`src/rtl/sign_quadrant_monitor.sv`:
```
// Streaming per-channel quadrant detector with hit counters and a bounded capture window.
// Build option SIGN_QUADRANT_MONITOR_SAT_EN: counters saturate and flag cnt_sat instead of wrapping.
module sign_quadrant_monitor #(
  parameter int DATA_W    = 32,
  parameter int CHANNELS  = 4,
  parameter int CNT_W     = 16,
  parameter int FIN_BEATS = 100
) (
  input  logic                       clk,
  input  logic                       rst,
  input  logic                       start,
  input  logic [1:0]                 mode,
  input  logic                       in_valid,
  output logic                       in_ready,
  input  logic [CHANNELS*DATA_W-1:0] in_x,
  input  logic [CHANNELS*DATA_W-1:0] in_y,
  output logic                       out_valid,
  input  logic                       out_ready,
  output logic [CHANNELS-1:0]        out_hit,
  output logic [CHANNELS*CNT_W-1:0]  hit_cnt,
  output logic [CHANNELS-1:0]        cnt_sat,
  output logic                       done
);

  localparam int BEAT_W = $clog2(FIN_BEATS + 1);
  localparam logic [BEAT_W-1:0] LAST_BEAT = BEAT_W'(FIN_BEATS - 1);
`ifdef SIGN_QUADRANT_MONITOR_SAT_EN
  localparam logic [CNT_W-1:0] CNT_PEN = ~CNT_W'(1);
`endif

  typedef enum logic [1:0] {S_IDLE, S_RUN, S_DRAIN, S_DONE} state_t;

  // Handshakes: a beat transfers on an edge where valid && ready are both high;
  // in_ready never looks at in_valid, and out_hit holds while out_valid && !out_ready.
  state_t                      state_q, state_d;
  logic [BEAT_W-1:0]           beat_q, beat_d;
  logic                        out_valid_q, out_valid_d;
  logic [CHANNELS-1:0]         out_hit_q, out_hit_d;
  logic [CHANNELS*CNT_W-1:0]   cnt_q, cnt_d;
  logic [CHANNELS-1:0]         sat_q, sat_d;
  logic                        done_q, done_d;

  logic [CHANNELS-1:0] x_neg, x_pos, y_neg, y_pos;
  logic [CHANNELS-1:0] hit;
  logic                accept;

  for (genvar c = 0; c < CHANNELS; c++) begin : g_sign
    assign x_neg[c] = in_x[c*DATA_W + DATA_W - 1];
    assign x_pos[c] = !x_neg[c] && (|in_x[c*DATA_W +: DATA_W]);
    assign y_neg[c] = in_y[c*DATA_W + DATA_W - 1];
    assign y_pos[c] = !y_neg[c] && (|in_y[c*DATA_W +: DATA_W]);
  end

  always_comb begin
    hit = '0;
    case (mode)
      2'd0:    hit = x_neg & y_pos;
      2'd1:    hit = x_pos & y_neg;
      2'd2:    hit = (x_neg & y_neg) | (x_pos & y_pos);
      default: hit = (x_neg & y_pos) | (x_pos & y_neg);
    endcase
  end

  assign in_ready = (state_q == S_RUN) && (!out_valid_q || out_ready);
  assign accept   = in_valid && in_ready;

  always_comb begin
    state_d     = state_q;
    beat_d      = beat_q;
    out_valid_d = out_valid_q;
    out_hit_d   = out_hit_q;
    cnt_d       = cnt_q;
    sat_d       = sat_q;
    done_d      = (state_q == S_DONE);

    if (accept) begin
      out_valid_d = 1'b1;
      out_hit_d   = hit;
    end else if (out_valid_q && out_ready) begin
      out_valid_d = 1'b0;
    end

    case (state_q)
      S_IDLE, S_DONE: begin
        if (start) begin
          state_d = S_RUN;
          beat_d  = '0;
          cnt_d   = '0;
          sat_d   = '0;
        end
      end
      S_RUN: begin
        if (accept) begin
          beat_d = beat_q + BEAT_W'(1);
          for (int c = 0; c < CHANNELS; c++) begin
            if (hit[c]) begin
`ifdef SIGN_QUADRANT_MONITOR_SAT_EN
              if (cnt_q[c*CNT_W +: CNT_W] != '1) begin
                cnt_d[c*CNT_W +: CNT_W] = cnt_q[c*CNT_W +: CNT_W] + CNT_W'(1);
                if (cnt_q[c*CNT_W +: CNT_W] == CNT_PEN) sat_d[c] = 1'b1;
              end
`else
              cnt_d[c*CNT_W +: CNT_W] = cnt_q[c*CNT_W +: CNT_W] + CNT_W'(1);
`endif
            end
          end
          if (beat_q == LAST_BEAT) state_d = S_DRAIN;
        end
      end
      S_DRAIN: begin
        if (!out_valid_q || out_ready) state_d = S_DONE;
      end
      default: state_d = S_IDLE;
    endcase
  end

  always_ff @(posedge clk or posedge rst) begin
    if (rst) begin
      state_q     <= S_IDLE;
      beat_q      <= '0;
      out_valid_q <= 1'b0;
      out_hit_q   <= '0;
      cnt_q       <= '0;
      sat_q       <= '0;
      done_q      <= 1'b0;
    end else begin
      state_q     <= state_d;
      beat_q      <= beat_d;
      out_valid_q <= out_valid_d;
      out_hit_q   <= out_hit_d;
      cnt_q       <= cnt_d;
      sat_q       <= sat_d;
      done_q      <= done_d;
    end
  end

  assign out_valid = out_valid_q;
  assign out_hit   = out_hit_q;
  assign hit_cnt   = cnt_q;
  assign cnt_sat   = sat_q;
  assign done      = done_q;

endmodule
```
`config.mk`:
```
export PLATFORM = sky130hd
export DESIGN_NAME = sign_quadrant_monitor
export DESIGN_NICKNAME = d
export VERILOG_FILES = /design/src/rtl/sign_quadrant_monitor.sv
export SDC_FILE = /design/constraint.sdc
export NUM_CORES = 1
export LEC_CHECK = 0
export ABC_AREA = 1
export BUFFER_PORTS_ARGS = -buffer_cell sky130_fd_sc_hd__buf_2
export CAP_MARGIN = 25
export CORE_AREA = 5 5 128 130
export DETAILED_ROUTE_END_ITERATION = 8
export DIE_AREA = 0 0 133 135
export PLACE_DENSITY = 0.76
export SYNTH_ARGS = -nofsm -noshare
export SYNTH_HDL_FRONTEND = slang
export SYNTH_SLANG_ARGS = --single-unit
```
`constraint.sdc`:
```
create_clock -name clk -period 3 [get_ports clk]
set_input_delay 0.15 -clock clk [delete_from_list [all_inputs] [get_ports clk]]
set_output_delay 0.15 -clock clk [all_outputs]
set_load 0.01 [all_outputs]
```
# Word level (Yosys, flattened, before mapping)
# Cells that the tools add are included.
[totals]
regBits = 79
inputBits = 263
output_inout_bits = 75
elab_cells = 92
[op_classes]
n_addsub = 5
n_eq_ne = 14
mux = 18
bitwise = 6
reduce_logical = 40
[ops]
columns = ["op", "n"]
rows = [
  ["32-bit OR reduction", 8],
  ["64-bit two-way mux", 2],
  ["64-bit case mux with 2 select lines", 1],
  ["16-bit by 1-bit adder with 16-bit output (second input constant)", 4],
  ["16-bit two-way mux", 4],
  ["4-bit AND reduction", 5],
  ["4-bit bitwise AND", 4],
  ["7-bit two-way mux", 2],
  ["2-bit != test (second input constant)", 7],
  ["7-bit case mux with 2 select lines", 1],
  ["4-bit case mux with 3 select lines", 1],
  ["1-bit logical AND", 11],
  ["1-bit zero test", 9],
  ["2-bit two-way mux", 4],
  ["4-bit OR", 2],
  ["7-bit by 1-bit adder with 7-bit output (second input constant)", 1],
  ["7-bit == test (second input constant)", 1],
  ["2-bit == test (second input constant)", 3],
  ["2-bit case mux with 3 select lines", 1],
  ["2-bit by 1-bit == test with 1-bit output (second input constant)", 2],
  ["2-bit zero test", 2],
  ["2-bit nonzero test", 2],
  ["3-bit AND reduction", 1],
  ["1-bit two-way mux", 2],
  ["3 further kinds", 3],
]

# Logic depth before layout (Yosys ltp)
[depth]
word_depth = 8
depth_mapped = 16
mapped_depth_nobuf = 15

# Worst setup path after synthesis
# Ideal clock, no wire load.
[synth_timing]
kind = "register to register"
from = "reg state_q[1]"
to = "reg beat_q[6]"
setup_time_ns = 0.132
arrival_time_ns = 1.925
required_time_ns = 2.868
setup_slack_ns = 0.943
path_stages_with_launch = 12
n_path_buf = 0
period_less_slack_ns = 2.057
cell_sequence = "dfrtp_1 > inv_1 > ha_1 > inv_2 > nor2_4 > nand2_2 > a21oi_4 > o21ai_2 > nor3_2 > nand3_1 > nor3_1 > nor3_2"
[synth_via]
elab_chain_len = 5
elab_cells_between_ends = 11
cone_classes = "eq/ne (4); mux (1); reduce/logical (6)"
[synth_rtl]
columns = ["item", "line", "text"]
rows = [
  ["from (decl)", "35", "state_t state_q, state_d;"],
  ["from (signal assigned)", "127", "state_q <= state_d;"],
  ["2-bit by 1-bit == test with 1-bit output", "64", "assign in_ready = (state_q == S_RUN) && (!out_valid_q || out_ready);"],
  ["1-bit logical AND", "64", ""],
  ["via in_ready", "14", "output logic in_ready,"],
  ["1-bit logical AND", "65", "assign accept = in_valid && in_ready;"],
  ["2-bit != test (no source line)", "-", ""],
  ["3-bit AND reduction (no source line)", "-", ""],
  ["to (signal assigned)", "128", "beat_q <= beat_d;"],
  ["to (decl)", "36", "logic [BEAT_W-1:0] beat_q, beat_d;"],
]
# The timed path passes the listed nets, and every way through them passes these cells.
# A chain may end at the register's enable or synchronous reset.

# Final worst setup path
[layout_timing]
from = "reg state_q[1]"
to = "reg cnt_q[39] (netlist: hit_cnt[39])"
[layout_via]
elab_chain_len = 5
elab_cells_between_ends = 12
cone_classes = "eq/ne (5); mux (1); reduce/logical (6)"
[layout_rtl]
columns = ["item", "line", "text"]
rows = [
  ["2-bit by 1-bit == test with 1-bit output", "64, 83", ""],
  ["1-bit logical AND", "64", ""],
  ["1-bit logical AND", "65", ""],
  ["2-bit != test (no source line)", "-", ""],
  ["4-bit AND reduction (no source line)", "-", ""],
  ["to (signal assigned)", "131", "cnt_q <= cnt_d;"],
  ["to (decl)", "39", "logic [CHANNELS*CNT_W-1:0] cnt_q, cnt_d;"],
]
# Parallel ways exist; a longest one is shown, timed or not.

==> insert_results.sql <==
INSERT INTO impl_metrics (metric_group, metric, value, unit) VALUES
('flow_run', 'max_cap_violations', '0', ''),
('sta', 'worstMarginPinSlew', '0.550', 'ns'),
('yosys', 'ys_seq_elements', '79', ''),
('sta', 'finClkSkew', '0.00487', 'ns'),
('clocking', 'worstSkewPairLatency', '0.34', 'ns'),
('critical_path', 'critical_path.startpoint_type', 'flip-flop', ''),
('sta', 'timing_max_transition_violations_final', '0', ''),
('critical_path', 'highest_fanout_seen_on_the_critical_path', '33', ''),
('power_and_ir_drop', 'fin_total_pwr', '4430', 'µW'),
('finish', 'final-instance-count-excl-fill', '1625', ''),
('grt', 'grt_antenna_before_repair', '0', ''),
('clocking', 'clkSinkCount', '79', ''),
('critical_path', 'worst-endpoint-arrival', '2.72', 'ns'),
('sta', 'setup_viol_count_final', '0', ''),
('die', 'die_area', '0.0180', 'mm²'),
('sta', 'achievable-frequency', '400', 'MHz'),
('sta', 'rsz0062_at_grt', 'no', ''),
('clocking', 'cts_made_buffers', '9', ''),
('yosys', 'synth_cell_type_count', '33', ''),
('grt', 'grt_first_pass_wirelength', '35.7', 'mm'),
('critical_path', 'crit_chain', 'inv_1 > ha_1 > inv_2 > buf_4 > nand2_1 > nand2_2 > nand2_1 > nand2_1 > nand2_1', ''),
('power_and_ir_drop', 'pwr_density_cell', '522', 'mW/mm²'),
('clocking', 'clkSlewWorstSetupHoldPaths', '0.06', 'ns'),
('finish', 'area.growth.synth_to_final', '33.4', '%'),
('drt', 'wl_per_cell', '13.8', 'µm'),
('grt', 'grt_max_degree', '80', ''),
('critical_path', 'timing.critical_path.buf_inv', '3', ''),
('power_and_ir_drop', 'vdd_drop_max', '0.457', 'mV'),
('critical_path', 'critPathCaptureType', 'flip-flop', ''),
('place', 'dpl_cell_area', '0.00820', 'mm²'),
('grt', 'grt_pass1_vias', '7351', ''),
('power_and_ir_drop', 'power.static_leakage', '0.00486', 'µW'),
('die', 'fp.dieW', '133', 'µm'),
('yosys', 'synth_ff_type', 'sky130_fd_sc_hd__dfrtp_1', ''),
('place', 'globalplace.congestion', '0.877', ''),
('finish', 'total_of_fill_cells_in_the_finished_design', '1549', ''),
('yosys', 'ys_top_cells_by_area', 'sky130_fd_sc_hd__dfrtp_1 31%, sky130_fd_sc_hd__nand2_1 21%, sky130_fd_sc_hd__nor2_1 15%', ''),
('die', 'std_cell_rows', '45', ''),
('finish', 'finish.instance_area', '0.00849', 'mm²'),
('clocking', 'clock_path_buffers', '2', ''),
('grt', 'gr-total-overflow', '0', ''),
('outcome', 'outcome', 'completed', ''),
('finish', 'layout.nets', '1706', ''),
('yosys', 'synth_cell_count_leaders', '358 x sky130_fd_sc_hd__nand2_1, 257 x sky130_fd_sc_hd__nor2_1, 137 x sky130_fd_sc_hd__inv_1', ''),
('yosys', 'post-synth-top-count-cell', 'sky130_fd_sc_hd__nand2_1', ''),
('critical_path', 'timing.critical_path.slowest_stage_cell', 'sky130_fd_sc_hd__nand2_1', ''),
('yosys', 'synth.top_cell.area_share', '0.311', ''),
('place', 'quantity_of_i_o_buffers_inserted_on_ports', '333', ''),
('sta', 'hold_viol_final', '0', ''),
('critical_path', 'cp_common_cell', 'sky130_fd_sc_hd__nand2_1', ''),
('sta', 'final_period_minus_worst_setup_slack', '2.50', 'ns'),
('yosys', 'synth_top_cell_by_area', 'sky130_fd_sc_hd__dfrtp_1', ''),
('critical_path', 'criticalPathCategory', 'reg2reg', ''),
('yosys', 'yosysSeqAreaShare', '0.311', ''),
('die', 'area_of_the_core', '0.0150', 'mm²'),
('yosys', 'async_reset_ff_frac', '1.00', ''),
('critical_path', 'timing.critical_path.slowest_cell_delay', '0.43', 'ns'),
('place', 'detailedPlacementHpwl', '18.1', 'mm'),
('place', 'place_inst', '1610', ''),
('die', 'num_io_pins', '338', ''),
('drt', 'total_drc_errors_in_the_routed_layout', '0', ''),
('clocking', 'htreeDepth', '3', ''),
('sta', 'timing.final.crit_share', '0.832', ''),
('sta', 'setup_total_negative_slack', '0', 'ns'),
('critical_path', 'cpLargestDelayFamily', 'simple AND/OR/NAND/NOR gates', ''),
('sta', 'timing.max_slew.rel_slack', '0.633', ''),
('yosys', 'synth_area_per_cell', '5.75', 'µm²'),
('grt', 'grt_use_total', '0.242', ''),
('yosys', 'syn-cell-area', '0.00636', 'mm²'),
('drt', 'antenna_violating_nets_post_route', '0', ''),
('drt', 'drt-pass1-iter-count', '5', '');
## power by group
part           switching, µW  internal, µW  total [µW]
clock network            413           659        1070
registers                108          1180        1290
logic                   1500           566        2070
total                   2020          2410        4430
## path summary, 6_finish.rpt
kind	from	end	slack, ns	cells after the start
hold / removal	out_ready	out_valid	0.02	2
setup reg to reg	state_q[1]	hit_cnt[39]	0.50	9
min in group asynchronous	rst	hit_cnt[19]	0.46	4
setup / recovery	state_q[1]	hit_cnt[39]	0.50	9
hold reg to reg	out_hit[3]	out_hit[3]	0.50	2
max in group asynchronous	rst	hit_cnt[45]	2.20	4
## registers in the layout (all words and copies together), names as in the netlist
register	cells
beat_q	7
state_q	2
out_hit	4
out_valid	1
hit_cnt	64
done	1
## cells by family (layout without fill, tap and decap cells)
| family | Yosys count | count (layout) | share of synthesized area |
|---|---|---|---|
| AO/OA/AOI/OAI | 69 | 69 | 0.0602 |
| XOR/XNOR | 8 | 8 | 0.0110 |
| adder cells (fa/ha/maj) | 9 | 9 | 0.0177 |
| buffers and inverters | 166 | 494 | 0.104 |
| flip-flops | 79 | 79 | 0.311 |
| other | 1 | 4 | 0.000589 |
| AND/OR/NAND/NOR | 774 | 774 | 0.496 |
## timing repair
action,4_1_cts,5_1_grt
resized for setup,0,0
setup buffers,0,0
hold buffers,1,0
hold endpoints to repair,79,0
## per-layer routing
| metal | share of wire | vias up | wire length [µm] | global-route usage |
|---|---|---|---|---|
| li1 | - | 4079 | - | - |
| met1 | 0.44 | 3417 | 9820 | 0.315 |
| met2 | 0.48 | 268 | 10700 | 0.412 |
| met3 | 0.076 | 26 | 1700 | 0.0592 |
| met4 | 0.012 | 0 | 267 | 0.0445 |
| met5 | 0 | - | 0 | 0 |
## cell type report
class,count,area [µm²],share of cell area
Inverter,140,526,0.0619
Timing Repair Buffer,340,1730,0.204
Clock buffer,13,250,0.0295
Multi-Input combinational cell,864,3730,0.440
Tap cell,188,235,0.0277
Sequential cell,79,1980,0.233
Clock inverter,1,30.0,0.00354
## cells in the final DEF (no fill, tap or decap), types with 3 or more instances in the layout
cell type / instances
sky130_fd_sc_hd__a21oi_1: 28
sky130_fd_sc_hd__a31oi_1: 3
sky130_fd_sc_hd__buf_2: 333
sky130_fd_sc_hd__buf_4: 5
sky130_fd_sc_hd__clkbuf_1: 3
sky130_fd_sc_hd__clkbuf_16: 9
sky130_fd_sc_hd__conb_1: 4
sky130_fd_sc_hd__dfrtp_1: 79
sky130_fd_sc_hd__ha_1: 9
sky130_fd_sc_hd__inv_1: 136
sky130_fd_sc_hd__inv_2: 3
sky130_fd_sc_hd__nand2_1: 358
sky130_fd_sc_hd__nand2_2: 5
sky130_fd_sc_hd__nand3_1: 108
sky130_fd_sc_hd__nand4_1: 12
sky130_fd_sc_hd__nor2_1: 257
sky130_fd_sc_hd__nor3_1: 24
sky130_fd_sc_hd__nor3b_1: 3
sky130_fd_sc_hd__nor4_1: 4
sky130_fd_sc_hd__o21ai_0: 29
sky130_fd_sc_hd__xnor2_1: 4
sky130_fd_sc_hd__xor2_1: 4
## per-stage QoR
step | setup WS, ns | utilization | hold slack (ns)
2_1_floorplan | 0.827 | - | 0.246
3_3_place_gp | 0.603 | 0.545 | 0.278
3_5_place_dp | 0.523 | 0.545 | 0.282
4_1_cts | 0.509 | 0.565 | 0.0104
5_1_grt | 0.289 | 0.565 | 0.0154
6_report | 0.503 | 0.565 | 0.0191
Power figures use the tool's default switching activity.
